==> src/rtl/cla_pkg.sv <==
// Shared constants and the stage-register record for the pipelined lookahead adder.
package cla_pkg;

    localparam int unsigned DefaultWidth = 16;
    localparam int unsigned DefaultGroup = 4;
    // Record fields are sized for the widest supported adder; narrower builds use the low bits.
    localparam int unsigned MaxWidth = 64;

    typedef struct packed {
        logic                valid;
        logic                carry;
        logic [MaxWidth-1:0] sum;
        logic [MaxWidth-1:0] a;
        logic [MaxWidth-1:0] b;
    } stage_t;

endpackage

==> src/rtl/cla_group.sv <==
// Combinational GROUP-bit carry-lookahead slice with group generate/propagate outputs.
module cla_group #(
    parameter int unsigned GROUP = 4
) (
    input  logic [GROUP-1:0] a,
    input  logic [GROUP-1:0] b,
    input  logic             c_in,
    output logic [GROUP-1:0] s,
    output logic             c_out,
    output logic             g,
    output logic             p
);

    logic [GROUP-1:0] gen;
    logic [GROUP-1:0] prop;
    logic [GROUP:0]   carry;

    assign gen  = a & b;
    assign prop = a ^ b;

    always_comb begin
        carry    = '0;
        carry[0] = c_in;
        g        = 1'b0;
        p        = 1'b1;
        for (int i = 0; i < int'(GROUP); i++) begin
            carry[i+1] = gen[i] | (prop[i] & carry[i]);
            g          = gen[i] | (prop[i] & g);
            p          = p & prop[i];
        end
        s     = prop ^ carry[GROUP-1:0];
        c_out = carry[GROUP];
    end

endmodule

==> src/rtl/cla_pipe_adder.sv <==
// Pipelined carry-lookahead adder, one GROUP-bit slice per stage, valid/ready handshake.
// Define CLA_OVF_EN to add the registered two's-complement overflow output ovf.
module cla_pipe_adder
    import cla_pkg::*;
#(
    parameter int unsigned WIDTH = DefaultWidth,
    parameter int unsigned GROUP = DefaultGroup
) (
    input  logic             clk,
    input  logic             rst,
    input  logic             in_valid,
    output logic             in_ready,
    input  logic [WIDTH-1:0] a,
    input  logic [WIDTH-1:0] b,
    input  logic             c_in,
    output logic             out_valid,
    input  logic             out_ready,
    output logic [WIDTH-1:0] s,
    output logic             c_out
`ifdef CLA_OVF_EN
    ,
    output logic             ovf
`endif
);

    localparam int unsigned NSTG = WIDTH / GROUP;

    stage_t           src     [NSTG];
    stage_t           stage_d [NSTG];
    stage_t           stage_q [NSTG];
    logic [GROUP-1:0] grp_s   [NSTG];
    logic             grp_co  [NSTG];
    logic             adv;

    assign adv      = !stage_q[NSTG-1].valid || out_ready;
    assign in_ready = adv;

    // Operands travel right-shifted so the group a stage works on always sits at bit 0.
    always_comb begin
        src[0]       = '0;
        src[0].valid = in_valid;
        src[0].carry = c_in;
        src[0].a     = MaxWidth'(a);
        src[0].b     = MaxWidth'(b);
        for (int k = 1; k < int'(NSTG); k++) begin
            src[k] = stage_q[k-1];
        end
    end

    for (genvar k = 0; k < int'(NSTG); k++) begin : g_stage
        logic grp_g;
        logic grp_p;
        logic unused_gp;

        cla_group #(
            .GROUP(GROUP)
        ) u_group (
            .a    (src[k].a[GROUP-1:0]),
            .b    (src[k].b[GROUP-1:0]),
            .c_in (src[k].carry),
            .s    (grp_s[k]),
            .c_out(grp_co[k]),
            .g    (grp_g),
            .p    (grp_p)
        );

        assign unused_gp = grp_g ^ grp_p;
    end

    always_comb begin
        for (int k = 0; k < int'(NSTG); k++) begin
            stage_d[k].valid = src[k].valid;
            stage_d[k].carry = grp_co[k];
            stage_d[k].a     = src[k].a >> GROUP;
            stage_d[k].b     = src[k].b >> GROUP;
            stage_d[k].sum   = src[k].sum | (MaxWidth'(grp_s[k]) << (k * GROUP));
        end
    end

    always_ff @(posedge clk) begin
        if (rst) begin
            for (int k = 0; k < int'(NSTG); k++) begin
                stage_q[k] <= '0;
            end
        end else if (adv) begin
            for (int k = 0; k < int'(NSTG); k++) begin
                stage_q[k] <= stage_d[k];
            end
        end
    end

    assign out_valid = stage_q[NSTG-1].valid;
    assign s         = stage_q[NSTG-1].sum[WIDTH-1:0];
    assign c_out     = stage_q[NSTG-1].carry;

    // Last-stage operand remainders are always zero; only the low sum bits leave the block.
    logic unused_last;
    assign unused_last = ^{stage_q[NSTG-1].a, stage_q[NSTG-1].b, stage_q[NSTG-1].sum};

`ifdef CLA_OVF_EN
    logic ovf_d;
    logic ovf_q;

    // Carry into the MSB is recovered as a ^ b ^ s at that bit.
    assign ovf_d = src[NSTG-1].a[GROUP-1] ^ src[NSTG-1].b[GROUP-1]
                 ^ grp_s[NSTG-1][GROUP-1] ^ grp_co[NSTG-1];

    always_ff @(posedge clk) begin
        if (rst) begin
            ovf_q <= 1'b0;
        end else if (adv) begin
            ovf_q <= ovf_d;
        end
    end

    assign ovf = ovf_q;
`endif

endmodule

==> config.mk <==
export PLATFORM = sky130hd
export DESIGN_NAME = cla_pipe_adder
export DESIGN_NICKNAME = d
export VERILOG_FILES = /design/src/rtl/cla_pkg.sv /design/src/rtl/cla_group.sv /design/src/rtl/cla_pipe_adder.sv
export SDC_FILE = /design/constraint.sdc
export NUM_CORES = 1
export LEC_CHECK = 0
export BUFFER_PORTS_ARGS = -buffer_cell sky130_fd_sc_hd__buf_4
export CORE_MARGIN = 8
export CORE_UTILIZATION = 45
export CTS_CLUSTER_SIZE = 24
export DETAILED_ROUTE_END_ITERATION = 12
export GPL_TIMING_DRIVEN = 0
export PLACE_DENSITY = 0.65
export SYNTH_ARGS = -nofsm -noshare
export SYNTH_HDL_FRONTEND = slang
export SYNTH_SLANG_ARGS = --single-unit
==> constraint.sdc <==
create_clock -name clk -period 6.8 [get_ports clk]
set_input_delay 0.34 -clock clk [delete_from_list [all_inputs] [get_ports clk]]
set_output_delay 0.34 -clock clk [all_outputs]
set_load 0.01 [all_outputs]
# Yosys cells after proc, flatten, opt, wreduce, memory -nomap -nowiden
# Memory sizes are Yosys's and may differ from the RTL's.
# Index checks and enable logic that the tools add are counted.
dict set report classes {
  n_mux 9
  bitwise_logic 51
  n_reduce_logical 2
}
# operator count
set ops {}
lappend ops {{$mux 186} 4}
lappend ops {{$or 64x12->64} 1}
lappend ops {{$or 64x16->64} 1}
lappend ops {{$or 64x8->64} 1}
lappend ops {{$xor 4x4->4} 8}
lappend ops {{$or 1x1->1} 20}
lappend ops {{$and 1x1->1} 16}
lappend ops {{$and 4x4->4} 4}
lappend ops {{$mux 1} 5}
lappend ops {{$logic_not 1->1} 1}
lappend ops {{$logic_or 1x1->1} 1}
dict set report word_totals {
  regBits 0
  mem_bits_rw 744
  in_bits 37
  mem_count 1
}
# memory words word_bits rd rd_clocked_by_memory_dff write_ports line
set memory_table {}
lappend memory_table {stage_q 4 186 4 0 4 cla_pipe_adder.sv:30} ;# stage_t stage_q [NSTG];

# Logic depth before layout (Yosys ltp)
# Gate-level depths: netlist of the first run.
# An unclocked memory read counts as a cell.
dict set report logic_depth {
  depth_word 11
  depth_mapped 8
  ltp_nobuf 8
}

# Cells and area by module
# From an unflattened synthesis of the first run, not the netlist that was laid out.
dict set report unflattened {
  cells_unflattened 313
  hier_area_um2 4636.9
}
# mod n_inst cells_per_inst area_per_inst_um2 seq_area_each_um2
set by_module_without_submodules {}
lappend by_module_without_submodules {cla_pipe_adder 1 217 3861.2 2882.8}
lappend by_module_without_submodules {cla_group 4 24 193.9 0.0}

# Worst setup path after synthesis of the first run
# Ideal clock, no wire load.
dict set report synth_path {
  path_kind {register to register}
  startpoint {memory stage_q[3][185] (netlist bit)}
  endpoint {memory stage_q[0][0] (netlist bit), enable pin}
  setup_ns 0.471
  arrival_time_ns 3.018
  required_ns 6.329
  setup_slack_ns 3.311
  stages_incl_launch_ff 5
  path_buffers 2
  period_less_slack_ns 3.489
  path_cell_list {edfxtp_1 > nor2b_1 > buf_6 > buf_6 > nand2b_1}
}
# item line
set synth_lines {}
lappend synth_lines {{start, declared} cla_pipe_adder.sv:30}

==> results.ini, run 1 <==
[place]
place_hpwl_um = 5160
port_buffers = 54
gp_congestion = 0.721

[synthesis]
async_flop_share_pct = 0
synth_fa_ha_area_share_pct = 7.60
synth_enable_flop_cells = 96
ys_seq_area_share_pct = 68.4
synthMuxAreaShare_pct = 0
yosys.area.top_type_share_pct = 68.4
synth_compound_area_share_pct = 0
synthesis.nets = 314
ys_seq_elements = 96
netlist_top_cells_area = edfxtp_1 (68%), nor3b_1 (14%), fa_1 (7.6%), inv_1 (2.6%), nor3b_2 (2.1%)
yosys.area_share.simple_pct = 17.9
synth.distinct_cells = 12
yosys-top-cells-count = edfxtp_1 (96), nor3b_1 (77), inv_1 (29)
synth.avg_cell_area_um2 = 16.1
synth_top_family_by_area = simple AND/OR/NAND/NOR gates
synthesis.instances = 261
syn_area_mm2 = 0.00421
yosys_warnings = 0
synth_top_cell_by_area = edfxtp_1
synthFlopType = edfxtp_1
synth_xor_xnor_area_share_pct = 0
yosysMostFrequentCell = edfxtp_1

[drt]
vias_per_cell = 5.03
wire_per_inst_um = 16.9
vias = 2230
firstDrtPassIters = 4
ant_nets = 0
first_iter_violations = 130
drc = 0
totalWireLength_um = 7490

[setup_path]
required_ns = 6.99
crit_arrival_ns = 2.60
crit_type = register to register
start_kind = register
cp-end-kind = register
crit_fanout = 1

[timing]
skew_ns = 0.0100
fin_crit_sh_pct = 35.3
max-slew-margin-rel_pct = 63.4
timing.fmax_mhz = 416
setup_violations = 0
rsz0062_at_grt = no
hold_violations = 0
period_minus_slack_ns = 2.40
slew_violations = 0
setup_tns_ns = 0
tightest_slew_ns = 0.550

[floorplanning]
io_pins = 56
rows = 35
core_area_mm2 = 0.00915
die_x_um = 113
fp.dieH_um = 113
initial_core_util_pct = 46.0
dieArea_mm2 = 0.0127

[grt]
grt_first_pass_wirelength_um = 12400
grt.total_usage_pct = 12.6
antenna_found_initial = 0
grt_pass1_vias = 2471
grt_max_degree = 68
grt_overflow = 0

[finish]
reg_top3 = stage_q x96
top_register = stage_q
diodes = 0
largest_register_ffs = 96
drive_gt1_share_pct = 29.5
area_delta_synth_final_pct = 18.2
nFillCells = 757
fin_util_pct = 54.4
nets = 380

[power]
p_leak_nw = 2.00
power_density_mw_per_mm2 = 232
peakVddDrop_v = 0.000115

[outcome]
outcome = finished clean

[clock_tree]
numCtsBuffers = 9
root_buffer = clkbuf_8
post_cts_buffers = 0
htreeDepth = 3
cts_hold_buf = 0
clock_path_buffers = 2
clock_latency_ns = 0.35
cts_tree = done
post_cts_resized = 0
clkSinkCount = 96
clk_pin_slew_ns = 0.09

[hold_path]
hold_class = input port to register

[flow_run]
maxCapViolations = 0

[path summary, 6_finish.rpt]
kind            startpoint              end  slack [ns]  depth (start not counted)
max          stage_q[2][0]  stage_q[3][135]        4.40                          8
min reg2reg  stage_q[0][6]    stage_q[1][2]        0.57                          1
min                  b[12]    stage_q[0][8]        0.34                          2
max reg2reg  stage_q[2][0]  stage_q[3][135]        4.40                          8
[cells by family (layout without fill, tap and decap cells)]
family	Yosys count	in the layout
flops	96	96
buf+inv	51	122
fa+ha+maj	16	16
simple gates	98	98
[layer usage]
layer	global-route usage (%)	vias up	part of all wire, %
li1	-	1068	-
met1	14.8	1096	44
met2	20.8	51	48
met3	3.73	15	5.3
met4	6.21	0	2.6
met5	0	-	0
[worst max-delay path, stage by stage (launching register included)]
cell and delay [ns]:
edfxtp_1 0.38, inv_1 0.09, fa_1 0.17, inv_1 0.05
fa_1 0.46, fa_1 0.43, inv_1 0.09, fa_1 0.39
nor3_1 0.18
[area by class of cell]
type                            instances  area, µm²  share of cell area, %
Buffer                                 22        148                   2.97
Clock buffer                            9        124                   2.49
Clock inverter                          7       62.6                   1.26
Inverter                               29        109                   2.19
Multi-Input combinational cell        114       1080                   21.7
Sequential cell                        96       2880                   57.9
Tap cell                              111        139                   2.79
Timing Repair Buffer                   55        433                   8.70
[per-stage QoR]
stage | instances | instance area, µm² | power [mW] | hold WS [ns] | setup slack [ns]
CTS | 443 | 4980 | 1.16 | 0.327 | 4.37
global route | 443 | 4980 | 1.20 | 0.336 | 4.21
global placement | 426 | 4760 | 0.808 | 0.549 | 2.43
floorplan | 261 | 4210 | 0.769 | 0.537 | 3.31
finish | 443 | 4980 | 1.15 | 0.338 | 4.40
detailed placement | 427 | 4790 | 0.813 | 0.552 | 4.42
[report_power, final]
group	internal [mW]	leakage, nW	switching, mW
sequential	0.689	1.14	0.00963
combinational	0.0529	0.764	0.0448
clock	0.167	0.100	0.190
total	0.909	2.00	0.244
[placed cells by master (no fill, tap or decap), drive strengths merged]
cell,count
nor2b,1
buf,72
clkbuf,14
fa,16
inv,29
nor3b,84
nand2b,1
nor3,12
bufinv,1
clkinv,6
edfxtp,96
(Power assumes the default switching activity.)
==> inputs of run 2 (changes only) <==
ABC_AREA = 1   (was default)
PLACE_DENSITY = 0.67   (was 0.65)
clock period = 2.04 ns   (was 6.8 ns; I/O delays follow)
==> run 2 against run 1 <==
The run now ends with setup timing left. Clock power rose to 3.4 times the previous value. Final cell count is 17% higher. Synthesized area fell by 0.53%. Clock-buffer cell count grew 1. Via count is 5.3% lower. Critical endpoint is now stage_q[2][131]. Largest cell class unchanged. Largest power group unchanged.
==> results.ini, run 2 <==
[outcome]
outcome = finished, violations left
violations = setup timing

[clock_tree]
clock_latency_ns = 0.36  ; about the same
cts_hold_buf = 0  ; unchanged
clock_path_buffers = 2  ; unchanged
numCtsBuffers = 9  ; unchanged
clk_pin_slew_ns = 0.09  ; about the same
cts_tree = done
root_buffer = clkbuf_8
htreeDepth = 3  ; unchanged
clkSinkCount = 96  ; unchanged
post_cts_buffers = 0  ; unchanged

[drt]
firstDrtPassIters = 4  ; unchanged
vias_per_cell = 4.08  ; -19%
vias = 2112  ; -5.3%
drc = 0  ; unchanged
ant_nets = 0  ; unchanged
first_iter_violations = 62  ; -52%
totalWireLength_um = 6070  ; -19%
wire_per_inst_um = 11.7  ; -31%

[setup_path]
worst_r2r_startpoint = stage_q[1][184]
crit_path_cell_trace = inv_2 -> fa_1 -> inv_2 -> fa_2 -> fa_2 -> inv_2 -> fa_1 -> nor2_2
cpPeakStageDelay_ns = 0.49  ; +0.03 ns
crit_fanout = 1  ; unchanged
start_kind = register
cp-startpoint = stage_q[1][184]
cp_slowest_cell = fa_1
cp-end-kind = register
cp_common_cell = inv_2
required_ns = 2.16  ; -4.83 ns
crit_arrival_ns = 2.23  ; -0.37 ns
crit_type = register to register

[power]
p_clk_share_pct = 30.9  ; about the same
seqPwrFrac_pct = 59.6  ; -1.0 points
peakVddDrop_v = 0.000345  ; +200%
p_leak_nw = 2.19  ; +9.2%
p_int_mw = 3.06  ; +240%
p_switching_uw = 890  ; +260%
switching_share_pct = 22.6  ; +1.4 points
power_density_mw_per_mm2 = 791  ; +240%
power_frac_comb_pct = 9.4  ; +0.9 points

[finish]
reg_top3 = stage_q x96
nets = 455  ; +20%
diodes = 0  ; unchanged
largest_register_ffs = 96  ; unchanged
nFillCells = 773  ; +2.1%
area_delta_synth_final_pct = 19.1
layout_commonest_cell = inv_1
fin_util_pct = 54.5  ; +0.12 points
drive_gt1_share_pct = 36.1  ; +6.6 points
layout_common_cells = inv_1 (100), edfxtp_1 (96), nor2_1 (55), buf_4 (55), nor2_2 (41)
top_register = stage_q

[flow_run]
maxCapViolations = 0  ; unchanged

[hold_path]
hold_class = input port to register
hp-start = in_valid

[floorplanning]
io_pins = 56  ; unchanged
die_x_um = 112  ; -0.23%
rows = 35  ; unchanged
core_area_mm2 = 0.00915  ; unchanged
dieArea_mm2 = 0.0127  ; -0.46%
fp.dieH_um = 112  ; -0.23%
initial_core_util_pct = 45.8  ; -0.25 points

[synthesis]
ys_seq_area_share_pct = 68.8  ; +0.37 points
yosys-top-cells-count = inv_1 (112), edfxtp_1 (96), nor2_1 (56)
yosys_warnings = 0  ; unchanged
yosys.area.top_type_share_pct = 68.8  ; +0.37 points
synth.distinct_cells = 10  ; -2
syn_area_mm2 = 0.00419  ; -0.53%
ys_seq_elements = 96  ; unchanged
synthesis.nets = 388  ; +24%
yosys.area_share.simple_pct = 11.4  ; -6.5 points
async_flop_share_pct = 0  ; unchanged
synth_fa_ha_area_share_pct = 7.64  ; +0.041 points
synth.avg_cell_area_um2 = 12.5  ; -23%
synth_top_cell_by_area = edfxtp_1
synthMuxAreaShare_pct = 0  ; unchanged
synth_enable_flop_cells = 96  ; unchanged
synth_top_family_by_area = buffers and inverters
synthesis.instances = 335  ; +28%
netlist_top_cells_area = edfxtp_1 (69%), inv_1 (10%), fa_1 (7.6%), nor2_2 (6.0%), nor2_1 (5.0%)
synth_compound_area_share_pct = 0  ; unchanged
yosysMostFrequentCell = inv_1
synth_xor_xnor_area_share_pct = 0  ; unchanged
synthFlopType = edfxtp_1

[place]
port_buffers = 55  ; +1.9%
gp_congestion = 0.676  ; -6.2%
place_hpwl_um = 3940  ; -23%

[grt]
grt_overflow = 0  ; unchanged
grt.total_usage_pct = 10.3  ; -2.4 points
grt_first_pass_wirelength_um = 10100  ; -19%
antenna_found_initial = 0  ; unchanged
grt_max_degree = 49  ; -28%
grt_pass1_vias = 2141  ; -13%

[timing]
skew_ns = 0.00917  ; -0.000874 ns
hold_violations = 0  ; unchanged
rsz0062_at_grt = yes
setup_violations = 3  ; +3
max-slew-margin-rel_pct = 55.1  ; -8.3 points
setup_slack_ns = -0.0696  ; -4.47 ns
fin_crit_sh_pct = 103  ; +68 points
timing.fmax_mhz = 474  ; +14%
slew_violations = 0  ; unchanged
period_minus_slack_ns = 2.11  ; -0.292 ns
hold_slack_ns = 0.0352  ; -0.303 ns
tightest_slew_ns = 0.674  ; +0.124 ns

[run 2: changes by cell type in the layout (fill, tap and decap cells not counted), moves of 3 or more]
cell / change
nor3b_1: -77
clkbuf_1: -4
clkinv_2: -3
nor3_2: -3
nor3b_2: -7
inv_1: +71
nor2_1: +55
nor3_1: -9
fa_1: -8
nor2_2: +41
buf_2: -5
fa_2: +8
inv_2: +14
[run 2: kinds of logic after synthesis]
group / Yosys count
buf+inv: 124
simple gates: 99
flops: 96
fa+ha+maj: 16
[run 2: stage by stage]
step                      std cells  area [µm²]  total power [mW]  worst slack (ns)  setup TNS, ns
after detailed placement        501        4770              2.77            -0.116          -2.77
after floorplan                 335        4220              2.62           0.00709              0
after CTS                       518        4990              3.98           -0.0983         -0.217
after global routing            518        4990              4.12            -0.141         -0.375
final                           518        4990              3.95           -0.0696         -0.175
after global placement          501        4770              2.75           -0.0751         -0.168
[run 2: final timing paths]
kind         slack (ns)  depth (start not counted)         endpoint
min reg2reg        0.55                          2  stage_q[1][185]
max reg2reg       -0.07                          8  stage_q[2][131]
min                0.04                          3  stage_q[0][185]
max               -0.07                          8  stage_q[2][131]
[run 2: routing by layer]
layer  track usage, %  routed length [µm]  up-vias
li1                 -                   -     1123
met5                0                   0        -
met4             6.74                 138        0
met2             17.4                3040       39
met3             1.77                 218       11
met1             11.8                2680      939
[run 2: power groups by stage]
| stage | Clock [mW] | Combinational, mW | Sequential [mW] |
|---|---|---|---|
| 2_1_floorplan | 0 | 0.222 | 2.40 |
| 3_3_place_gp | 0 | 0.359 | 2.39 |
| 3_5_place_dp | 0 | 0.370 | 2.40 |
| 4_1_cts | 1.24 | 0.378 | 2.36 |
| 5_1_grt | 1.33 | 0.428 | 2.37 |
| 6_report | 1.22 | 0.373 | 2.35 |
[run 2: critical path, delay by kind of cell, from the launching register on]
family	cells	cell delay, ns
and+or+nand+nor	1	0.04
buffers and inverters	3	0.17
adders and majority gates	4	1.31
DFF	1	0.35
[run 2: timing repair]
action	in CTS	in global routing
cloned	1	0
pin swaps	7	1
resized for setup	13	4
endpoints found under the setup margin	99	4
[run 2: final cells by class]
class	count	area (µm²)	share of cell area, %
plain buffers	10	81.3	1.63
inverters	114	428	8.58
clock buffers	10	128	2.56
well taps	111	139	2.78
clock inverters	6	67.6	1.35
multi-input cells	116	851	17.1
flip-flops and latches	96	2880	57.8
repair buffers	55	413	8.27
